<file path="src/rtl/rst_seq_pkg.sv">
// Shared types and constants for the reset sequencer.
package rst_seq_pkg;

    typedef enum logic [1:0] {
        WAIT_LOCK,
        RELEASE,
        RUN,
        HOLD
    } state_t;

    localparam logic [7:0] LOCK_CNT_MAX = 8'hFF;

    function automatic logic [7:0] sat_inc(input logic [7:0] v);
        return (v == LOCK_CNT_MAX) ? v : v + 8'd1;
    endfunction

endpackage

</file>
<file path="src/rtl/reset_sequencer_if.sv">
// Control and status bundle between the reset sequencer and its environment.
interface reset_sequencer_if #(
    parameter int unsigned NUM_STAGES = 4
);
    logic                  lock;
    logic                  soft_reset_req;
    logic [NUM_STAGES-1:0] stage_reset_n;
    logic                  seq_done;
    logic                  soft_reset_ack;
    logic [7:0]            lock_loss_cnt;

    modport master (
        input  lock,
        input  soft_reset_req,
        output stage_reset_n,
        output seq_done,
        output soft_reset_ack,
        output lock_loss_cnt
    );

    modport slave (
        output lock,
        output soft_reset_req,
        input  stage_reset_n,
        input  seq_done,
        input  soft_reset_ack,
        input  lock_loss_cnt
    );
endinterface

</file>
<file path="src/rtl/rst_seq_timer.sv">
// Delay counter shared by lock qualification, inter-stage gap and soft-reset hold.
module rst_seq_timer #(
    parameter int unsigned DELAY_CYCLES = 16,
    parameter int unsigned CNT_W        = 4
) (
    input  logic clock,
    input  logic reset_n,
    input  logic clr,
    input  logic en,
    output logic tc
);
    localparam logic [CNT_W-1:0] TC_VAL = CNT_W'(DELAY_CYCLES - 1);

    logic [CNT_W-1:0] cnt_q;

    always_ff @(posedge clock) begin
        if (!reset_n) begin
            cnt_q <= '0;
        end else if (clr) begin
            cnt_q <= '0;
        end else if (en) begin
            cnt_q <= cnt_q + CNT_W'(1);
        end
    end

    assign tc = (cnt_q == TC_VAL);

endmodule

</file>
<file path="src/rtl/reset_sequencer.sv">
// Qualifies PLL lock, then releases NUM_STAGES domain resets in ascending order with fixed gaps.
module reset_sequencer
    import rst_seq_pkg::*;
#(
    parameter int unsigned NUM_STAGES   = 4,
    parameter int unsigned DELAY_CYCLES = 16
) (
    input  logic                clock,
    input  logic                reset_n,
    reset_sequencer_if.master   bus
);
    localparam int unsigned CNT_W = $clog2(DELAY_CYCLES);
    localparam int unsigned IDX_W = (NUM_STAGES > 1) ? $clog2(NUM_STAGES) : 1;
    localparam logic [IDX_W-1:0] LAST_IDX = IDX_W'(NUM_STAGES - 1);

    state_t                state_q, state_d;
    logic [IDX_W-1:0]      idx_q, idx_d;
    logic [NUM_STAGES-1:0] stage_q, stage_d;
    logic                  done_q, done_d;
    logic                  ack_q, ack_d;
    logic [7:0]            loss_q, loss_d;
    logic                  tmr_clr, tmr_en, tmr_tc;

    rst_seq_timer #(
        .DELAY_CYCLES (DELAY_CYCLES),
        .CNT_W        (CNT_W)
    ) u_timer (
        .clock   (clock),
        .reset_n (reset_n),
        .clr     (tmr_clr),
        .en      (tmr_en),
        .tc      (tmr_tc)
    );

    always_comb begin
        state_d = state_q;
        idx_d   = idx_q;
        stage_d = stage_q;
        done_d  = 1'b0;
        ack_d   = 1'b0;
        loss_d  = loss_q;
        tmr_clr = 1'b0;
        tmr_en  = 1'b0;

        unique case (state_q)
            WAIT_LOCK: begin
                stage_d = '0;
                if (!bus.lock) begin
                    tmr_clr = 1'b1;
                end else if (tmr_tc) begin
                    state_d = RELEASE;
                    idx_d   = '0;
                    tmr_clr = 1'b1;
                end else begin
                    tmr_en = 1'b1;
                end
            end
            RELEASE: begin
                if (!bus.lock) begin
                    stage_d = '0;
                    loss_d  = sat_inc(loss_q);
                    state_d = WAIT_LOCK;
                    tmr_clr = 1'b1;
                end else if (tmr_tc) begin
                    stage_d[idx_q] = 1'b1;
                    tmr_clr        = 1'b1;
                    if (idx_q == LAST_IDX) begin
                        state_d = RUN;
                    end else begin
                        idx_d = idx_q + IDX_W'(1);
                    end
                end else begin
                    tmr_en = 1'b1;
                end
            end
            RUN: begin
                // Lock loss takes priority over a coincident soft request.
                if (!bus.lock) begin
                    stage_d = '0;
                    loss_d  = sat_inc(loss_q);
                    state_d = WAIT_LOCK;
                    tmr_clr = 1'b1;
                end else if (bus.soft_reset_req) begin
                    stage_d = '0;
                    state_d = HOLD;
                    tmr_clr = 1'b1;
                end else begin
                    done_d = 1'b1;
                end
            end
            HOLD: begin
                // Lock is ignored here; WAIT_LOCK requalifies it afterwards.
                stage_d = '0;
                if (tmr_tc) begin
                    ack_d   = 1'b1;
                    state_d = WAIT_LOCK;
                    tmr_clr = 1'b1;
                end else begin
                    tmr_en = 1'b1;
                end
            end
            default: begin
                stage_d = '0;
                state_d = WAIT_LOCK;
                tmr_clr = 1'b1;
            end
        endcase
    end

    always_ff @(posedge clock) begin
        if (!reset_n) begin
            state_q <= WAIT_LOCK;
            idx_q   <= '0;
            stage_q <= '0;
            done_q  <= 1'b0;
            ack_q   <= 1'b0;
            loss_q  <= '0;
        end else begin
            state_q <= state_d;
            idx_q   <= idx_d;
            stage_q <= stage_d;
            done_q  <= done_d;
            ack_q   <= ack_d;
            loss_q  <= loss_d;
        end
    end

    assign bus.stage_reset_n  = stage_q;
    assign bus.seq_done       = done_q;
    assign bus.soft_reset_ack = ack_q;
    assign bus.lock_loss_cnt  = loss_q;

endmodule

</file>
<file path="src/flat_wrapper.sv">
// flat-port wrapper written by rule: the top's interface ports become plain ports
module reset_sequencer_flat import rst_seq_pkg::*;
#(
    parameter int unsigned NUM_STAGES   = 4,
    parameter int unsigned DELAY_CYCLES = 16
)
  (clock, reset_n, bus_lock, bus_soft_reset_req, bus_stage_reset_n, bus_seq_done, bus_soft_reset_ack, bus_lock_loss_cnt);
  reset_sequencer_if #(.NUM_STAGES(NUM_STAGES)) bus_i ();
  input  logic clock;
  input  logic reset_n;
  input wire logic [$bits(bus_i.lock)-1:0] bus_lock;
  input wire logic [$bits(bus_i.soft_reset_req)-1:0] bus_soft_reset_req;
  output wire logic [$bits(bus_i.stage_reset_n)-1:0] bus_stage_reset_n;
  output wire logic [$bits(bus_i.seq_done)-1:0] bus_seq_done;
  output wire logic [$bits(bus_i.soft_reset_ack)-1:0] bus_soft_reset_ack;
  output wire logic [$bits(bus_i.lock_loss_cnt)-1:0] bus_lock_loss_cnt;
  assign bus_i.lock = bus_lock;
  assign bus_i.soft_reset_req = bus_soft_reset_req;
  assign bus_stage_reset_n = bus_i.stage_reset_n;
  assign bus_seq_done = bus_i.seq_done;
  assign bus_soft_reset_ack = bus_i.soft_reset_ack;
  assign bus_lock_loss_cnt = bus_i.lock_loss_cnt;
  reset_sequencer #(.NUM_STAGES(NUM_STAGES), .DELAY_CYCLES(DELAY_CYCLES)) u_core (.clock(clock), .reset_n(reset_n), .bus(bus_i));
endmodule
</file>
<file path="config.mk">
export PLATFORM = sky130hd
export DESIGN_NAME = reset_sequencer_flat
export DESIGN_NICKNAME = d
export VERILOG_FILES = /design/src/rtl/rst_seq_pkg.sv /design/src/rtl/reset_sequencer_if.sv /design/src/rtl/rst_seq_timer.sv /design/src/rtl/reset_sequencer.sv /design/src/flat_wrapper.sv
export SDC_FILE = /design/constraint.sdc
export NUM_CORES = 1
export LEC_CHECK = 0
export ABC_AREA = 1
export ABC_CLOCK_PERIOD_IN_PS = 1800
export CAP_MARGIN = 20
export CORE_UTILIZATION = 50
export CTS_BUF_LIST = sky130_fd_sc_hd__clkbuf_8
export CTS_CLUSTER_SIZE = 24
export DETAILED_ROUTE_END_ITERATION = 10
export GPL_TIMING_DRIVEN = 0
export PLACE_DENSITY = 0.82
export RECOVER_POWER = 100
export SYNTH_ARGS = -nofsm -noshare
export SYNTH_HDL_FRONTEND = slang
export SYNTH_HIERARCHICAL = 1
export SYNTH_SLANG_ARGS = --single-unit
</file>
<file path="constraint.sdc">
create_clock -name clock -period 1.8 [get_ports clock]
set_input_delay 0.18 -clock clock [delete_from_list [all_inputs] [get_ports clock]]
set_output_delay 0.18 -clock clock [all_outputs]
set_load 0.02 [all_outputs]
</file>
==> results of run 1 <==
how the worst max path moves through the flow:
stage	from	endpoint	slack, ps	cells after the start
2_1_floorplan	u_core/u_timer/cnt_q[0]	u_core/u_timer/cnt_q[3]	100	10
3_3_place_gp	bus_lock	u_core/u_timer/cnt_q[3]	-150	10
3_5_place_dp	bus_lock	u_core/u_timer/cnt_q[3]	-210	10
4_1_cts	u_core/u_timer/cnt_q[0]	u_core/u_timer/cnt_q[3]	40	10
5_1_grt	u_core/u_timer/cnt_q[0]	u_core/u_timer/cnt_q[3]	-8	10
6_report	u_core/u_timer/cnt_q[0]	u_core/u_timer/cnt_q[3]	100	10
final cells by class:
type / count / area share, %
multi-input cells: 134 / 48.4
flip-flops and latches: 22 / 28.6
repair buffers: 18 / 11.5
inverters: 26 / 6.32
clock buffers: 3 / 2.67
well taps: 28 / 2.27
plain buffers: 1 / 0.243
report_power, final:
group / internal [mW] / total [mW] / switching [mW] / leakage [nW]
logic: 0.0180 / 0.0481 / 0.0301 / 0.496
registers: 0.489 / 0.490 / 0.00197 / 0.178
clock network: 0.149 / 0.292 / 0.143 / 0.0216
total: 0.655 / 0.831 / 0.175 / 0.695
metal layers:
layer | routed length (um) | track usage [%] | share of wire (%)
met1 | 1180 | 25.9 | 46
met4 | 42 | 7.89 | 1.7
met5 | 0 | 0 | 0
met3 | 87 | 2.61 | 3.4
met2 | 1230 | 34.8 | 48
cells in the final DEF (no fill, tap or decap), drive strengths merged, types with 2 or more instances in the layout:
cell	netlist	routed
a21oi	17	17
nand2	50	50
or2	2	2
o21ai	6	6
dfxtp	22	22
nand3	12	12
clkdlybuf4s50	0	2
dlygate4sd3	0	15
nor2	32	32
ha	12	12
clkbuf	1	4
inv	26	26
timing repair:
action,in CTS,in global routing
endpoints found under the setup margin,3,7
pin swaps,0,1
setup buffers,0,1
gates resized for setup,1,9
hold endpoints to repair,0,0
kinds of logic after synthesis:
| family | after synthesis | share of synthesized area (%) |
|---|---|---|
| flops | 22 | 34.5 |
| buf+inv | 27 | 8.14 |
| fa+ha+maj | 12 | 11.8 |
| compound gates | 24 | 11.1 |
| simple gates | 98 | 34.5 |
through the flow:
| step | hold slack, ps | setup TNS [ps] | utilization (%) | setup WS, ps | total power [mW] |
|---|---|---|---|---|---|
| 6_report | 452 | 0 | 66.6 | 101 | 0.831 |
| 5_1_grt | 469 | -8.10 | 66.6 | -8.10 | 0.872 |
| 4_1_cts | 459 | 0 | 65.8 | 42.5 | 0.843 |
| 3_5_place_dp | 445 | -587 | 63.9 | -211 | 0.544 |
| 3_3_place_gp | 441 | -386 | 63.9 | -152 | 0.542 |
| 2_1_floorplan | 332 | 0 | - | 102 | 0.527 |
registers in the layout, summed over array words and instances, names as in the netlist:
name / count
u_core/u_timer/cnt_q: 4
u_core/state_q: 2
u_core/bus.stage_reset_n: 4
u_core/bus.lock_loss_cnt: 8
u_core/bus.seq_done: 1
u_core/idx_q: 2
u_core/bus.soft_reset_ack: 1
critical path: cells and delay by family, from the launching register on:
kind,cells,cell delay (ps)
compound gates,1,250
flops,1,340
simple gates,8,820
fa+ha+maj,1,190
==> impl_metrics.yaml, run 1 <==
critical_path:
  crit_chain: "ha_2 > and3_1 > nor2_4 > nand2_1 > a21oi_4 > nand2_2 > nor2_2 > nand2_1 > nand2_1 > nor2_1"
  register_to_register_setup_slack_ps: 100
  critical_path_at_ps: 1850
  cpMostUsedCell: "sky130_fd_sc_hd__nand2_1"
  regToRegStartpoint: "u_core/u_timer/cnt_q[0]"
  ff2ff_path_depth: 10
  reg2reg_to: "u_core/u_timer/cnt_q[3]"
  timing.critical_path.from_type: "flip-flop"
  worstPathRequired_ps: 1950
  path_class: "flip-flop to flip-flop"
  critPathCaptureType: "flip-flop"
  max_stage_delay_ps: 340
  worst_path_max_delay_cell: "sky130_fd_sc_hd__dfxtp_2"
  critPathMaxFanout: 7
placed_design:
  buffer_ports.inserted: 17
  dp_cells: 228
  place.detailed.hpwl_mm: 1.86
  detailed_place.area_sq_mm: 0.00148
  gp_routability_congestion: 0.903
hold_path:
  holdPathStages: 2
  min-delay-start: "u_core/bus.stage_reset_n[0]"
  hp-class: "flip-flop to flip-flop"
  timing.hold.worst_endpoint: "u_core/bus.stage_reset_n[0]"
floorplan:
  number_of_cell_rows: 17
  design.die.area_sq_mm: 0.00276
  ios: 18
  initial_utilization_pct: 55.0
  die_y_um: 52.5
  die_w_um: 52.5
  core_sq_mm: 0.00232
route:
  detailedRoute.firstIterationViolations: 33
  totalWireLength_mm: 2.54
  route.detailed.wl_per_inst_um: 11.0
  ant_nets: 0
  vias_per_cell: 4.90
  drt_first_pass_iters: 5
  routed-via-count: 1137
  drc_errors: 0
synth:
  count_of_warnings_emitted_by_yosys: 6
  syn_area_per_cell_sq_um: 6.97
  synth_most_common_cell: "sky130_fd_sc_hd__nand2_1"
  synth-async-reset-ratio_pct: 0
  synth_area_sq_mm: 0.00128
  postSynthCellCount: 183
  postSynthNetCount: 199
  ys_seq_area_share_pct: 34.5
  synth-seq-cells: 22
  yosys_most_used_dff: "sky130_fd_sc_hd__dfxtp_1"
  synth-edff-count: 0
  most_instantiated_cells_after_synthesis: "43 x sky130_fd_sc_hd__nand2_1, 28 x sky130_fd_sc_hd__nor2_1, 24 x sky130_fd_sc_hd__inv_1"
  cell_type_with_the_highest_aggregate_area_in_the_netlist: "sky130_fd_sc_hd__dfxtp_1"
  netlist-cell-type-count: 20
  post-synth-top-area-fraction_pct: 34.5
  cell_types_with_the_largest_area_share_after_synthesis: "sky130_fd_sc_hd__dfxtp_1 35%, sky130_fd_sc_hd__nand2_1 13%, sky130_fd_sc_hd__ha_1 12%, sky130_fd_sc_hd__nor2_1 8.2%, sky130_fd_sc_hd__inv_1 7.1%"
layout:
  final_cell_area_sq_mm: 0.00154
  final-instance-count-excl-fill: 232
  insertedDiodeCount: 0
  ff_latch_area_sq_um: 442
  multi_input_area_sq_um: 747
  final_nets: 222
  syn_to_final_growth_pct: 21.0
  fillers: 201
  drive_above_1_share_pct: 12.3
global_routing:
  grt_pass1_vias: 996
  antenna_found_initial: 0
  gr-total-overflow: 0
  pin_count_of_the_biggest_net_entering_global_routing: 12
  grt_pass1_wl_mm: 4.12
  grt_usage_pct: 20.4
sta:
  clock_skew_ps: 2.24
  layout_worst_path_cycle_share_pct: 94.4
  timing.slew.headroom_pct: 69.9
  layout_min_cycle_time_ps: 1700
  worst-slew-pin-transition_ps: 451
  maxSlewViolCount: 0
  final_number_of_setup_violating_endpoints: 0
  hold_violations: 0
  maxClockFrequency_mhz: 589
clocking:
  cts_root_buf: "sky130_fd_sc_hd__clkbuf_8"
  cts_inserted_buffers: 3
  clk-insertion-delay-late_ps: 250
  clk_transition_reported_paths_ps: 70
  cts_htree_levels: 1
  cts.path.max_buffers: 2
  tritoncts_clock_tree: "built"
  clock_sink_count: 22
  postCtsHoldBufs: 0
pwr:
  p_leak_nw: 0.695
  pwr_density_cell_mw_per_mm2: 538
  vdd_ir_drop_max_mv: 0.407
flow_run:
  maxCapViolCount: 0
run_status:
  status: "finished, final reports clean"
(Power assumes the default switching activity.)
==> run 2: changes to the inputs <==
--- a/config.mk
+++ b/config.mk
@@ -8,6 +8,7 @@
 export ABC_AREA = 1
 export ABC_CLOCK_PERIOD_IN_PS = 1800
 export CAP_MARGIN = 20
+export CORE_ASPECT_RATIO = 0.6
 export CORE_UTILIZATION = 50
 export CTS_BUF_LIST = sky130_fd_sc_hd__clkbuf_8
 export CTS_CLUSTER_SIZE = 24
==> run 2 against run 1 <==
Clock power grew 3%. Flip-flop and latch count is the same. Sequential share of layout area grew 0.093 points. Final cell count grew 0.43%. Register-to-register slack is essentially flat. Worst setup slack lost 14 ps. Power grew 0.72%. Critical endpoint is now u_core/bus.lock_loss_cnt[7]. Via count grew 6.9%. Non-clock buffer count shrank 1.
==> impl_metrics.yaml, run 2 (same netlist as run 1, synthesis figures left out) <==
sta:
  clock_skew_ps: 1.55
  final_number_of_setup_violating_endpoints: 0
  hold_violations: 0
  maxSlewViolCount: 0
  timing.slew.headroom_pct: 67.3
  layout_min_cycle_time_ps: 1710
  worst-slew-pin-transition_ps: 490
  maxClockFrequency_mhz: 584
  setup_repair_after_global_routing_missed_its_margin: "no"
  layout_worst_path_cycle_share_pct: 95.1
  post-route-worst-setup-slack_ps: 87.5
placed_design:
  gp_routability_congestion: 0.882
  buffer_ports.inserted: 17
  place.detailed.hpwl_mm: 2.09
  dp_slack_ps: -279
  detailed_place.area_sq_mm: 0.00148
layout:
  largest_reg_flops: 8
  fillers: 192
  syn_to_final_growth_pct: 20.6
  ff_latch_area_sq_um: 442
  drive_above_1_share_pct: 11.3
  final_nets: 221
  final_cell_area_sq_mm: 0.00154
  most_frequent_cells_in_the_layout: "45 x sky130_fd_sc_hd__nand2_1, 27 x sky130_fd_sc_hd__nor2_1, 25 x sky130_fd_sc_hd__inv_1, 21 x sky130_fd_sc_hd__dfxtp_1, 15 x sky130_fd_sc_hd__dlygate4sd3_1"
  multi_input_area_sq_um: 747
  mostFrequentLayoutCell: "sky130_fd_sc_hd__nand2_1"
  insertedDiodeCount: 0
clocking:
  postCtsHoldBufs: 0
  number_of_post_cts_setup_repair_buffers: 0
  cts_inserted_buffers: 3
  clk-insertion-delay-late_ps: 260
  clk_transition_reported_paths_ps: 70
  tritoncts_clock_tree: "built"
  cts_htree_levels: 1
  clock_sink_count: 22
  cts_root_buf: "sky130_fd_sc_hd__clkbuf_8"
  cts.path.max_buffers: 2
critical_path:
  register_to_register_setup_slack_ps: 90
  path_class: "flip-flop to flip-flop"
  critical_path_at_ps: 1860
  max_stage_delay_ps: 390
  worstPathRequired_ps: 1950
  crit_chain: "inv_1 > ha_1 > nand2_1 > nor2_2 > nand2_1 > nor2_1 > nand3_1 > nand2_1 > nor2_1"
  critical-path-top-delay-family: "simple AND/OR/NAND/NOR gates"
  ff2ff_path_depth: 9
  critPathCaptureType: "flip-flop"
  reg2reg_to: "u_core/bus.lock_loss_cnt[7]"
  logic_depth_of_the_worst_setup_path_including_buffers: 9
  critPathLaunch: "u_core/state_q[1]"
  regToRegStartpoint: "u_core/state_q[1]"
  cpMostUsedCell: "sky130_fd_sc_hd__nand2_1"
  timing.critical_path.from_type: "flip-flop"
  critPathMaxFanout: 4
  worst_path_max_delay_cell: "sky130_fd_sc_hd__dfxtp_1"
  timing.critical_path.buf_inv: 1
route:
  routed-via-count: 1215
  vias_per_cell: 5.21
  ant_nets: 0
  drt_first_pass_iters: 5
  detailedRoute.firstIterationViolations: 89
  totalWireLength_mm: 2.75
  route.detailed.wl_per_inst_um: 11.8
  drc_errors: 0
global_routing:
  grt_usage_pct: 22.0
  grt_pass1_vias: 977
  grt_pass1_wl_mm: 4.31
  antenna_found_initial: 0
  gr-total-overflow: 0
  pin_count_of_the_biggest_net_entering_global_routing: 12
floorplan:
  die_y_um: 41.1
  initial_utilization_pct: 56.0
  ios: 18
  number_of_cell_rows: 13
  core_sq_mm: 0.00228
  die_w_um: 67.2
  design.die.area_sq_mm: 0.00277
pwr:
  p_leak_nw: 0.693
  vdd_ir_drop_max_mv: 0.443
  pwr_density_cell_mw_per_mm2: 544
flow_run:
  maxCapViolCount: 0
run_status:
  status: "finished, final reports clean"
hold_path:
  min-delay-start: "u_core/bus.stage_reset_n[3]"
  timing.hold.worst_endpoint: "u_core/bus.stage_reset_n[3]"
  hp-class: "flip-flop to flip-flop"
  holdPathStages: 2
[run 2: cell types whose count changed in the layout (fill, tap and decap cells not counted)]
| cell | delta |
|---|---|
| sky130_fd_sc_hd__and3_1 | -1 |
| sky130_fd_sc_hd__and3_4 | +1 |
| sky130_fd_sc_hd__buf_4 | -1 |
| sky130_fd_sc_hd__ha_1 | +1 |
| sky130_fd_sc_hd__ha_2 | -1 |
| sky130_fd_sc_hd__nor2_1 | +1 |
| sky130_fd_sc_hd__nor2_2 | -1 |
[run 2: cell type report]
cell class,count,area share [%]
plain buffers,1,0.244
well taps,30,2.44
inverters,26,6.34
clock buffers,3,2.68
flip-flops and latches,22,28.7
repair buffers,17,11.1
multi-input cells,134,48.5
[run 2: where the power goes]
part           total, mW  internal [mW]  switching (mW)
registers          0.490          0.488         0.00185
logic             0.0460         0.0164          0.0296
clock network      0.300          0.149           0.151
total              0.836          0.654           0.183
[run 2: what timing repair did]
item / 4_1_cts / 5_1_grt
setup endpoints to repair: 4 / 6
resized for setup: 3 / 7
gates cloned: 0 / 0
[run 2: metal layers]
layer	track usage, %	wire length (um)
met4	4.79	19
met5	0	0
met2	37.0	1210
met1	28.1	1260
met3	6.94	262
[run 2: worst max path at each step]
stage	to	slack, ps
2_1_floorplan	u_core/u_timer/cnt_q[3]	100
3_3_place_gp	u_core/u_timer/cnt_q[3]	-180
3_5_place_dp	u_core/u_timer/cnt_q[3]	-280
4_1_cts	u_core/u_timer/cnt_q[0]	20
5_1_grt	u_core/u_timer/cnt_q[3]	20
6_report	u_core/bus.lock_loss_cnt[7]	90
[run 2: per-stage QoR]
stage	instances	power [mW]	TNS (ps)	hold WS, ps	util [%]
2_1_floorplan	183	0.527	0	332	-
3_3_place_gp	230	0.542	-494	439	65.2
3_5_place_dp	230	0.544	-945	442	65.2
4_1_cts	233	0.846	0	454	67.6
5_1_grt	233	0.871	0	471	67.6
6_report	233	0.836	0	449	67.6
[run 2: worst reg2reg max path: cells and delay by family, from the launching register on]
kind,cells,cell delay (ps)
flops,1,390
buf+inv,1,110
fa+ha+maj,1,350
simple gates,7,750
==> run 3: changes to the inputs <==
--- a/config.mk
+++ b/config.mk
@@ -9,12 +9,12 @@
 export ABC_CLOCK_PERIOD_IN_PS = 1800
 export CAP_MARGIN = 20
 export CORE_ASPECT_RATIO = 0.6
-export CORE_UTILIZATION = 50
+export CORE_UTILIZATION = 35
 export CTS_BUF_LIST = sky130_fd_sc_hd__clkbuf_8
 export CTS_CLUSTER_SIZE = 24
 export DETAILED_ROUTE_END_ITERATION = 10
 export GPL_TIMING_DRIVEN = 0
-export PLACE_DENSITY = 0.82
+export PLACE_DENSITY = 0.62
 export RECOVER_POWER = 100
 export SYNTH_ARGS = -nofsm -noshare
 export SYNTH_HDL_FRONTEND = slang
==> run 3 against run 2 <==
Combinational power hardly changed. Global-route usage is 7.2 points lower. Sequential power hardly changed. Non-clock buffer count stayed put. Core utilization is 20 points lower. Critical path depth is 1 higher. Maximum frequency is 5.8% higher. Largest power group unchanged. Flip-flop and latch count stayed put. Die area is 41% higher. Clock power is 56% higher. Sequential share of layout area is 1.1 points lower.
==> impl_metrics.yaml, run 3 (same netlist as run 1, synthesis figures left out) <==
sta:
  worst-slew-pin-transition_ps: 513
  layout_min_cycle_time_ps: 1620
  tns_ps: 0
  setup_repair_after_global_routing_missed_its_margin: "no"
  clock_skew_ps: 7.35
  timing.slew.headroom_pct: 65.8
  layout_worst_path_cycle_share_pct: 89.9
  hold_violations: 0
  final_number_of_setup_violating_endpoints: 0
  maxClockFrequency_mhz: 618
  maxSlewViolCount: 0
pwr:
  vdd_ir_drop_max_mv: 0.533
  power_frac_clock_pct: 46.6
  switching_part_of_the_total_power_pct: 20.1
  p_leak_nw: 0.708
  internal_power_mw: 0.802
  power.net_switching_mw: 0.201
  combinational_share_of_power_pct: 4.6
  post-layout-total-power_mw: 1.00
  seqPwrFrac_pct: 48.9
  pwr_density_cell_mw_per_mm2: 624
critical_path:
  worstPathRequired_ps: 1970
  worst_path_max_delay_cell: "sky130_fd_sc_hd__dfxtp_2"
  critPathMaxFanout: 7
  cpMostUsedCell: "sky130_fd_sc_hd__nand2_1"
  regToRegStartpoint: "u_core/u_timer/cnt_q[0]"
  timing.critical_path.buf_inv: 0
  critical_path_at_ps: 1790
  max_stage_delay_ps: 340
  path_class: "flip-flop to flip-flop"
  timing.critical_path.from_type: "flip-flop"
  critical-path-top-delay-family: "simple AND/OR/NAND/NOR gates"
  critPathLaunch: "u_core/u_timer/cnt_q[0]"
  critPathCaptureType: "flip-flop"
  crit_chain: "ha_1 > and3_4 > nor2_4 > nand2_1 > a21oi_4 > nand2_2 > nor2_2 > nand2_1 > nand2_1 > nor2_1"
clocking:
  cts_htree_levels: 1
  number_of_post_cts_setup_repair_buffers: 0
  cts.path.max_buffers: 2
  clk-insertion-delay-late_ps: 270
  cts_root_buf: "sky130_fd_sc_hd__clkbuf_8"
  tritoncts_clock_tree: "built"
  clk_transition_reported_paths_ps: 90
  cts_inserted_buffers: 3
  clock_sink_count: 22
  postCtsHoldBufs: 0
route:
  route.detailed.wl_per_inst_um: 10.1
  routed-via-count: 1106
  drc_errors: 0
  totalWireLength_mm: 2.52
  vias_per_cell: 4.44
  detailedRoute.firstIterationViolations: 48
  drt_first_pass_iters: 4
  ant_nets: 0
global_routing:
  grt_usage_pct: 14.8
  gr-total-overflow: 0
  grt_pass1_vias: 915
  grt_pass1_wl_mm: 4.35
  pin_count_of_the_biggest_net_entering_global_routing: 14
  antenna_found_initial: 0
flow_run:
  maxCapViolCount: 0
layout:
  mostFrequentLayoutCell: "sky130_fd_sc_hd__nand2_1"
  drive_above_1_share_pct: 13.7
  most_frequent_cells_in_the_layout: "46 x sky130_fd_sc_hd__nand2_1, 27 x sky130_fd_sc_hd__nor2_1, 25 x sky130_fd_sc_hd__inv_1, 19 x sky130_fd_sc_hd__dfxtp_1, 15 x sky130_fd_sc_hd__dlygate4sd3_1"
  insertedDiodeCount: 0
  final_nets: 221
  syn_to_final_growth_pct: 25.9
  largest_reg_flops: 8
floorplan:
  core_sq_mm: 0.00336
  die_w_um: 80.0
  die_y_um: 48.8
  ios: 18
  initial_utilization_pct: 37.9
  design.die.area_sq_mm: 0.00390
  number_of_cell_rows: 16
placed_design:
  gp_routability_congestion: 0.832
  buffer_ports.inserted: 17
  place.detailed.hpwl_mm: 1.94
hold_path:
  min-delay-start: "u_core/bus.stage_reset_n[0]"
  hp-class: "flip-flop to flip-flop"
run_status:
  status: "finished, final reports clean"
run 3: changes by cell type in the layout (fill, tap and decap cells not counted), sizes merged:
cell and delta:
bufinv +1
run 3: worst paths after layout:
| check | end | slack, ps | cells after the start |
|---|---|---|---|
| setup / recovery | u_core/u_timer/cnt_q[3] | 180 | 10 |
| hold / removal | u_core/bus.stage_reset_n[0] | 450 | 2 |
| setup reg to reg | u_core/u_timer/cnt_q[3] | 180 | 10 |
| hold reg to reg | u_core/bus.stage_reset_n[0] | 450 | 2 |
run 3: per-stage QoR:
stage	area (sq um)	instances	worst slack [ps]	hold WS, ps	util [%]
after floorplan	1280	183	102	332	-
after global placement	1500	245	-229	444	44.7
after detailed placement	1500	245	-216	442	44.7
after CTS	1580	249	42.6	458	47.0
after global routing	1610	249	30.7	466	47.8
final	1610	249	182	450	47.8
run 3: area by class of cell:
cell class	instances	area, sq um
Clock buffer	3	41.3
Sequential cell	22	444
Buffer	1	3.75
Multi-Input combinational cell	134	763
Inverter	26	97.6
Fill cell	351	1760
Clock inverter	1	30.0
Tap cell	45	56.3
Timing Repair Buffer	17	170
run 3: layer usage:
metal | global-route usage [%] | wire length (um) | vias to the layer above
li1 | - | - | 612
met1 | 23.1 | 1480 | 463
met2 | 18.2 | 851 | 27
met3 | 5.05 | 157 | 4
met4 | 4.46 | 29 | 0
met5 | 0 | 0 | -
run 3: power by group through the flow:
stage	Sequential, mW	Combinational, mW	Clock (mW)
6_report	0.490	0.0457	0.467
5_1_grt	0.491	0.0510	0.508
4_1_cts	0.490	0.0439	0.487
3_5_place_dp	0.502	0.0425	0
3_3_place_gp	0.502	0.0426	0
2_1_floorplan	0.501	0.0254	0
run 3: repair_timing:
| item | CTS | global route |
|---|---|---|
| endpoints found under the setup margin | 3 | 7 |
| resized for setup | 2 | 10 |
| pin swaps | 0 | 1 |
run 3: tightest hold or removal path, stage by stage, from the launching register on:
cell and delay (ps):
sky130_fd_sc_hd__dfxtp_1 310, sky130_fd_sc_hd__inv_1 60, sky130_fd_sc_hd__a21oi_2 40
